### config.mk
export PLATFORM = sky130hd
export DESIGN_NAME = bus_arbiter
export DESIGN_NICKNAME = d
export VERILOG_FILES = /design/src/rtl/bus_pkg.sv /design/src/rtl/req_slot.sv /design/src/rtl/bus_arbiter.sv
export SDC_FILE = /design/constraint.sdc
export NUM_CORES = 1
export LEC_CHECK = 0
export CAP_MARGIN = 20
export CORE_MARGIN = 1
export CORE_UTILIZATION = 25
export CTS_BUF_LIST = sky130_fd_sc_hd__clkbuf_4
export DETAILED_ROUTE_END_ITERATION = 12
export PLACE_DENSITY = 0.56
export SLEW_MARGIN = 20
export SYNTH_ARGS = -nofsm -noshare
export SYNTH_HDL_FRONTEND = slang
export SYNTH_SLANG_ARGS = --single-unit
### constraint.sdc
create_clock -name clk -period 5.13 [get_ports clk]
set_input_delay 0.7695 -clock clk [delete_from_list [all_inputs] [get_ports clk]]
set_output_delay 0.7695 -clock clk [all_outputs]
set_load 0.005 [all_outputs]
### src/rtl/bus_pkg.sv
// Shared definitions for the two-port bus arbiter: FSM state encodings and
// transfer-mode constants.
package bus_pkg;

  typedef enum logic [1:0] {
    ST_IDLE       = 2'd0,
    ST_BUSY_FETCH = 2'd1,
    ST_BUSY_MEM   = 2'd2
  } arb_state_e;

  localparam logic MODE_READ  = 1'b0;
  localparam logic MODE_WRITE = 1'b1;

endpackage

### src/rtl/req_slot.sv
// One-entry pending-request holder: captures a request's fields on a pulse
// and drops them once the arbiter has issued it downstream.
module req_slot
  import bus_pkg::*;
(
  input  logic        clk,
  input  logic        rstn,
  input  logic        capture_i,
  input  logic        clear_i,
  input  logic        mode_i,
  input  logic [31:0] addr_i,
  input  logic [31:0] wdata_i,
  input  logic [3:0]  wstrb_i,
  output logic        valid_o,
  output logic        mode_o,
  output logic [31:0] addr_o,
  output logic [31:0] wdata_o,
  output logic [3:0]  wstrb_o
);

  logic        valid_q;
  logic        mode_q;
  logic [31:0] addr_q;
  logic [31:0] wdata_q;
  logic [3:0]  wstrb_q;

  always_ff @(posedge clk or negedge rstn) begin
    if (!rstn) begin
      valid_q <= 1'b0;
      mode_q  <= MODE_READ;
      addr_q  <= '0;
      wdata_q <= '0;
      wstrb_q <= '0;
    end else if (capture_i) begin
      valid_q <= 1'b1;
      mode_q  <= mode_i;
      addr_q  <= addr_i;
      wdata_q <= wdata_i;
      wstrb_q <= wstrb_i;
    end else if (clear_i) begin
      valid_q <= 1'b0;
    end
  end

  assign valid_o = valid_q;
  assign mode_o  = mode_q;
  assign addr_o  = addr_q;
  assign wdata_o = wdata_q;
  assign wstrb_o = wstrb_q;

endmodule

### src/rtl/bus_arbiter.sv
// Merges the fetch and data-side request ports onto a single downstream port
// with one transaction outstanding; data side wins when both are waiting.
module bus_arbiter
  import bus_pkg::*;
(
  input  logic        clk,
  input  logic        rstn,
  input  logic        fetch_request_enable,
  input  logic        freq_mode,
  input  logic [31:0] freq_addr,
  input  logic [31:0] freq_wdata,
  input  logic [3:0]  freq_wstrb,
  output logic        fetch_response_enable,
  output logic [31:0] fresp_data,
  input  logic        mem_request_enable,
  input  logic        mreq_mode,
  input  logic [31:0] mreq_addr,
  input  logic [31:0] mreq_wdata,
  input  logic [3:0]  mreq_wstrb,
  output logic        mem_response_enable,
  output logic [31:0] mresp_data,
  output logic        request_enable,
  output logic        req_mode,
  output logic [31:0] req_addr,
  output logic [31:0] req_wdata,
  output logic [3:0]  req_wstrb,
  input  logic        response_enable,
  input  logic [31:0] resp_data
);

  arb_state_e  state_q;
  logic        request_enable_q, req_mode_q;
  logic [31:0] req_addr_q, req_wdata_q;
  logic [3:0]  req_wstrb_q;
  logic        fetch_response_enable_q, mem_response_enable_q;
  logic [31:0] fresp_data_q, mresp_data_q;

  logic        f_valid, f_mode_s, m_valid, m_mode_s;
  logic [31:0] f_addr_s, f_wdata_s, m_addr_s, m_wdata_s;
  logic [3:0]  f_wstrb_s, m_wstrb_s;

  logic idle, f_busy, m_busy, done;
  logic f_accept, m_accept;
  logic issue_fetch, issue_mem;

  assign idle   = (state_q == ST_IDLE);
  assign f_busy = (state_q == ST_BUSY_FETCH);
  assign m_busy = (state_q == ST_BUSY_MEM);
  assign done   = !idle && response_enable;

  // A pulse is taken only if its slot is empty and it has nothing in flight,
  // except that the completing cycle frees the requester immediately.
  assign f_accept = fetch_request_enable && !f_valid && !(f_busy && !response_enable);
  assign m_accept = mem_request_enable   && !m_valid && !(m_busy && !response_enable);

  // On a completion only slots already waiting are chained; pulses arriving in
  // that same cycle are parked and go out from IDLE.
  always_comb begin
    issue_mem   = 1'b0;
    issue_fetch = 1'b0;
    if (idle) begin
      if (m_valid || m_accept)      issue_mem   = 1'b1;
      else if (f_valid || f_accept) issue_fetch = 1'b1;
    end else if (done) begin
      if (f_busy && m_valid)        issue_mem   = 1'b1;
      else if (m_busy && f_valid)   issue_fetch = 1'b1;
    end
  end

  req_slot u_fetch_slot (
    .clk       (clk),
    .rstn      (rstn),
    .capture_i (f_accept && !issue_fetch),
    .clear_i   (issue_fetch && f_valid),
    .mode_i    (freq_mode),
    .addr_i    (freq_addr),
    .wdata_i   (freq_wdata),
    .wstrb_i   (freq_wstrb),
    .valid_o   (f_valid),
    .mode_o    (f_mode_s),
    .addr_o    (f_addr_s),
    .wdata_o   (f_wdata_s),
    .wstrb_o   (f_wstrb_s)
  );

  req_slot u_mem_slot (
    .clk       (clk),
    .rstn      (rstn),
    .capture_i (m_accept && !issue_mem),
    .clear_i   (issue_mem && m_valid),
    .mode_i    (mreq_mode),
    .addr_i    (mreq_addr),
    .wdata_i   (mreq_wdata),
    .wstrb_i   (mreq_wstrb),
    .valid_o   (m_valid),
    .mode_o    (m_mode_s),
    .addr_o    (m_addr_s),
    .wdata_o   (m_wdata_s),
    .wstrb_o   (m_wstrb_s)
  );

  always_ff @(posedge clk or negedge rstn) begin
    if (!rstn) begin
      state_q                 <= ST_IDLE;
      request_enable_q        <= 1'b0;
      req_mode_q              <= MODE_READ;
      req_addr_q              <= '0;
      req_wdata_q             <= '0;
      req_wstrb_q             <= '0;
      fetch_response_enable_q <= 1'b0;
      mem_response_enable_q   <= 1'b0;
      fresp_data_q            <= '0;
      mresp_data_q            <= '0;
    end else begin
      request_enable_q        <= issue_mem || issue_fetch;
      fetch_response_enable_q <= done && f_busy;
      mem_response_enable_q   <= done && m_busy;
      if (done && f_busy) fresp_data_q <= resp_data;
      if (done && m_busy) mresp_data_q <= resp_data;

      if (issue_mem) begin
        state_q     <= ST_BUSY_MEM;
        req_mode_q  <= m_valid ? m_mode_s  : mreq_mode;
        req_addr_q  <= m_valid ? m_addr_s  : mreq_addr;
        req_wdata_q <= m_valid ? m_wdata_s : mreq_wdata;
        req_wstrb_q <= m_valid ? m_wstrb_s : mreq_wstrb;
      end else if (issue_fetch) begin
        state_q     <= ST_BUSY_FETCH;
        req_mode_q  <= f_valid ? f_mode_s  : freq_mode;
        req_addr_q  <= f_valid ? f_addr_s  : freq_addr;
        req_wdata_q <= f_valid ? f_wdata_s : freq_wdata;
        req_wstrb_q <= f_valid ? f_wstrb_s : freq_wstrb;
      end else if (done) begin
        state_q <= ST_IDLE;
      end
    end
  end

  assign request_enable        = request_enable_q;
  assign req_mode              = req_mode_q;
  assign req_addr              = req_addr_q;
  assign req_wdata             = req_wdata_q;
  assign req_wstrb             = req_wstrb_q;
  assign fetch_response_enable = fetch_response_enable_q;
  assign mem_response_enable   = mem_response_enable_q;
  assign fresp_data            = fresp_data_q;
  assign mresp_data            = mresp_data_q;

endmodule

==> impl_metrics.csv <==
group,metric,value,unit
synth,seq_area_frac_synth,54.77,%
global_routing,grt_use_total,13.69,%
worst_setup_path,end_kind,"flip-flop",
sta,slew_headroom,37.72,%
synth,async_reset_ff_share,100.0,%
sta,timing.final.hold_violations,0,
drt,firstDrtPassIters,5,
worst_setup_path,crit_type,"flip-flop to flip-flop",
pwr,p_comb_share,43.4,%
pwr,power.density,633.7,nW/µm²
synth,ys_warn_count,0,
sta,fmaxAchievable,374.7,MHz
final_layout,fin_nets,1436,
drt,post-route-drc-count,0,
pwr,vdd_drop_max,0.3056,mV
sta,min_period,2.669,ns
placed_design,gp_congestion,0.7176,
global_routing,grt_first_pass_wirelength,53560,µm
synth,synthCells,921,
drt,drt_iter0_markers,418,
clock_network,root_buffer,"clkbuf_4",
sta,skew,0.03790,ns
final_layout,final_util,35.03,%
die,die_area,51710,µm²
pwr,p_int,7.276,mW
drt,viasPerCell,4.411,
pwr,p_leak,7.451,nW
final_layout,fillers,4974,
clock_network,cts_buffers,85,
final_layout,layout_common_cells,"clkdlybuf4s50_1 (309), dfrtp_1 (276), mux2_2 (160)",
synth,syn_nets,1096,
sta,timing.hold.ws,0.1057,ns
clock_network,cts_sinks,278,
clock_network,tritoncts,"built",
die,die_w,227.4,µm
clock_network,clk_pin_slew,0.06,ns
synth,synth_edf_count,0,
synth,ys.flop_type,"dfrtp_1",
placed_design,portBuffers,310,
global_routing,grt_pass1_vias,9178,
pwr,clock_power_share,20.2,%
clock_network,ctsResizeCount,0,
worst_setup_path,critical_path.max_fanout,42,
synth,syn_avg_cell_area,13.79,µm²
clock_network,cts_max_level,3,
drt,wl,35360,µm
synth,ys_seq_elements,278,
final_layout,area_growth_syn_to_layout,38.37,%
placed_design,hpwl,22780,µm
clock_network,post-cts-setup-buffer-count,0,
sta,fin_setup_tns,0,ns
final_layout,final_common_cell,"clkdlybuf4s50_1",
outcome,outcome,"finished clean",
drt,wl_per_cell,17.70,µm
synth,ys_types,29,
die,die_h,227.4,µm
synth,syn_area,12700,µm²
clock_network,cts_buffer_depth,3,
die,core_area,50170,µm²
die,fp-row-count,82,
sta,slew_viol_final,0,
drt,dr_total_vias,8814,
pwr,seqPwrFrac,36.4,%
worst_setup_path,crit_required,5.79,ns
sta,max_slew.worst_pin.slew,0.9342,ns
global_routing,grt_max_degree,116,
sta,setup_viol,0,
drt,antenna_left,0,
hold_path,hp-class,"input pin to asynchronous set/reset pin",
pwr,p_switching,3.862,mW
sta,rsz0062_at_grt,"false",
global_routing,antenna_found_initial,7,
global_routing,gr-total-overflow,0,
final_layout,layout-drive-gt1-share,31.19,%
clock_network,postCtsHoldBufs,0,
clock_network,clk_latency,0.80,ns
pwr,p_sw_share,34.67,%
die,num_io_pins,311,
sta,period_share,52.02,%
worst_setup_path,cp-start-kind,"flip-flop",
worst_setup_path,arrival,3.33,ns
die,initial_core_util,25.32,%
run,maxCapViolations,0,
==> power groups by stage <==
stage / clock (mW) / sequential (mW) / combinational, mW
global placement: 0 / 4.06 / 4.85
detailed placement: 0 / 4.10 / 4.93
CTS: 2.37 / 4.08 / 4.95
finish: 2.25 / 4.06 / 4.83
global route: 2.49 / 4.21 / 5.30
floorplan: 0 / 3.86 / 3.17
==> critical path: stages, from the launching register on <==
cell      delay [ns]
dfrtp_4         0.77
nand2b_1        0.32
a21oi_4         0.47
buf_4           0.55
mux2_2          0.40
==> registers in the layout, indices dropped and copies added, names as in the netlist, 2 cells and up <==
register	count
req_addr	32
mresp_data	32
u_fetch_slot.wdata_o	32
u_mem_slot.wdata_o	32
state_q	2
req_wstrb	4
fresp_data	32
u_mem_slot.addr_o	32
u_fetch_slot.addr_o	32
req_wdata	32
u_fetch_slot.wstrb_o	4
u_mem_slot.wstrb_o	4
==> cells by family (layout without fill, tap and decap cells) <==
group	Yosys count	count (layout)	share of synthesized area (%)
mux	308	308	25.95
flops	278	278	54.77
simple gates	178	178	7.299
compound gates	80	80	8.777
buf+inv	77	477	3.211
other cells	0	5	0
==> cell usage after synthesis (2+ instances only) <==
library cell / count / area share, %
o21ai_0: 3 / 0.12
nand3_1: 40 / 1.6
nor2_1: 2 / 0.059
mux2_1: 10 / 0.89
nand2_1: 101 / 3.0
nand3_2: 29 / 2.3
o221ai_2: 69 / 8.2
clkbuf_1: 24 / 0.71
buf_6: 11 / 0.98
nand2b_1: 2 / 0.098
buf_2: 26 / 1.0
mux2i_1: 138 / 11
mux2_2: 160 / 14
dfrtp_1: 278 / 55
buf_1: 10 / 0.30
inv_1: 5 / 0.15
==> per-stage QoR <==
step                      total power [mW]  area [µm²]  worst slack (ns)  cells
after floorplan                      7.032       12700             3.005    921
after global placement               8.912       16460             1.991   1846
after detailed placement             9.036       16460             1.958   1846
after CTS                            11.40       17560             2.377   1993
after global routing                 12.00       17570             2.286   1996
final                                11.14       17580             2.461   1998
==> routing by layer <==
metal	routed length (µm)	up-vias	part of all wire, %	GRT usage, %
met5	53	-	0.15	0
met4	608	8	1.7	5.716
met3	3383	40	9.6	5.898
met2	16090	294	46	20.56
met1	15220	4367	43	17.07
li1	-	4105	-	-
==> final timing paths <==
| kind | from | to | slack (ns) | depth (start not counted) |
|---|---|---|---|---|
| setup / recovery | u_mem_slot.valid_o$_DFFE_PN0P_ | u_mem_slot.wdata_o[17]$_DFFE_PN0P_ | 2.46 | 4 |
| hold reg to reg | mresp_data[8]$_DFFE_PN0P_ | mresp_data[8]$_DFFE_PN0P_ | 0.47 | 2 |
| hold / removal | rstn | req_wstrb[0]$_DFFE_PN0P_ | 0.11 | 1 |
| min in group clk | mresp_data[8]$_DFFE_PN0P_ | mresp_data[8]$_DFFE_PN0P_ | 0.47 | 2 |
| setup reg to reg | u_mem_slot.valid_o$_DFFE_PN0P_ | u_mem_slot.wdata_o[17]$_DFFE_PN0P_ | 2.46 | 4 |
| max in group asynchronous | rstn | mresp_data[11]$_DFFE_PN0P_ | 3.69 | 2 |
==> final cells by class <==
class / instances / area (µm²) / area share (%)
antenna: 5 / 12.51 / 0.07119
clock buffer: 115 / 863.3 / 4.912
inverter: 5 / 18.77 / 0.1068
multi-input combinational: 566 / 5364 / 30.52
sequential: 278 / 6964 / 39.62
timing repair buffer: 325 / 3271 / 18.61
clock inverter: 32 / 241.5 / 1.374
tap: 672 / 840.8 / 4.784
(Power assumes the default switching activity.)
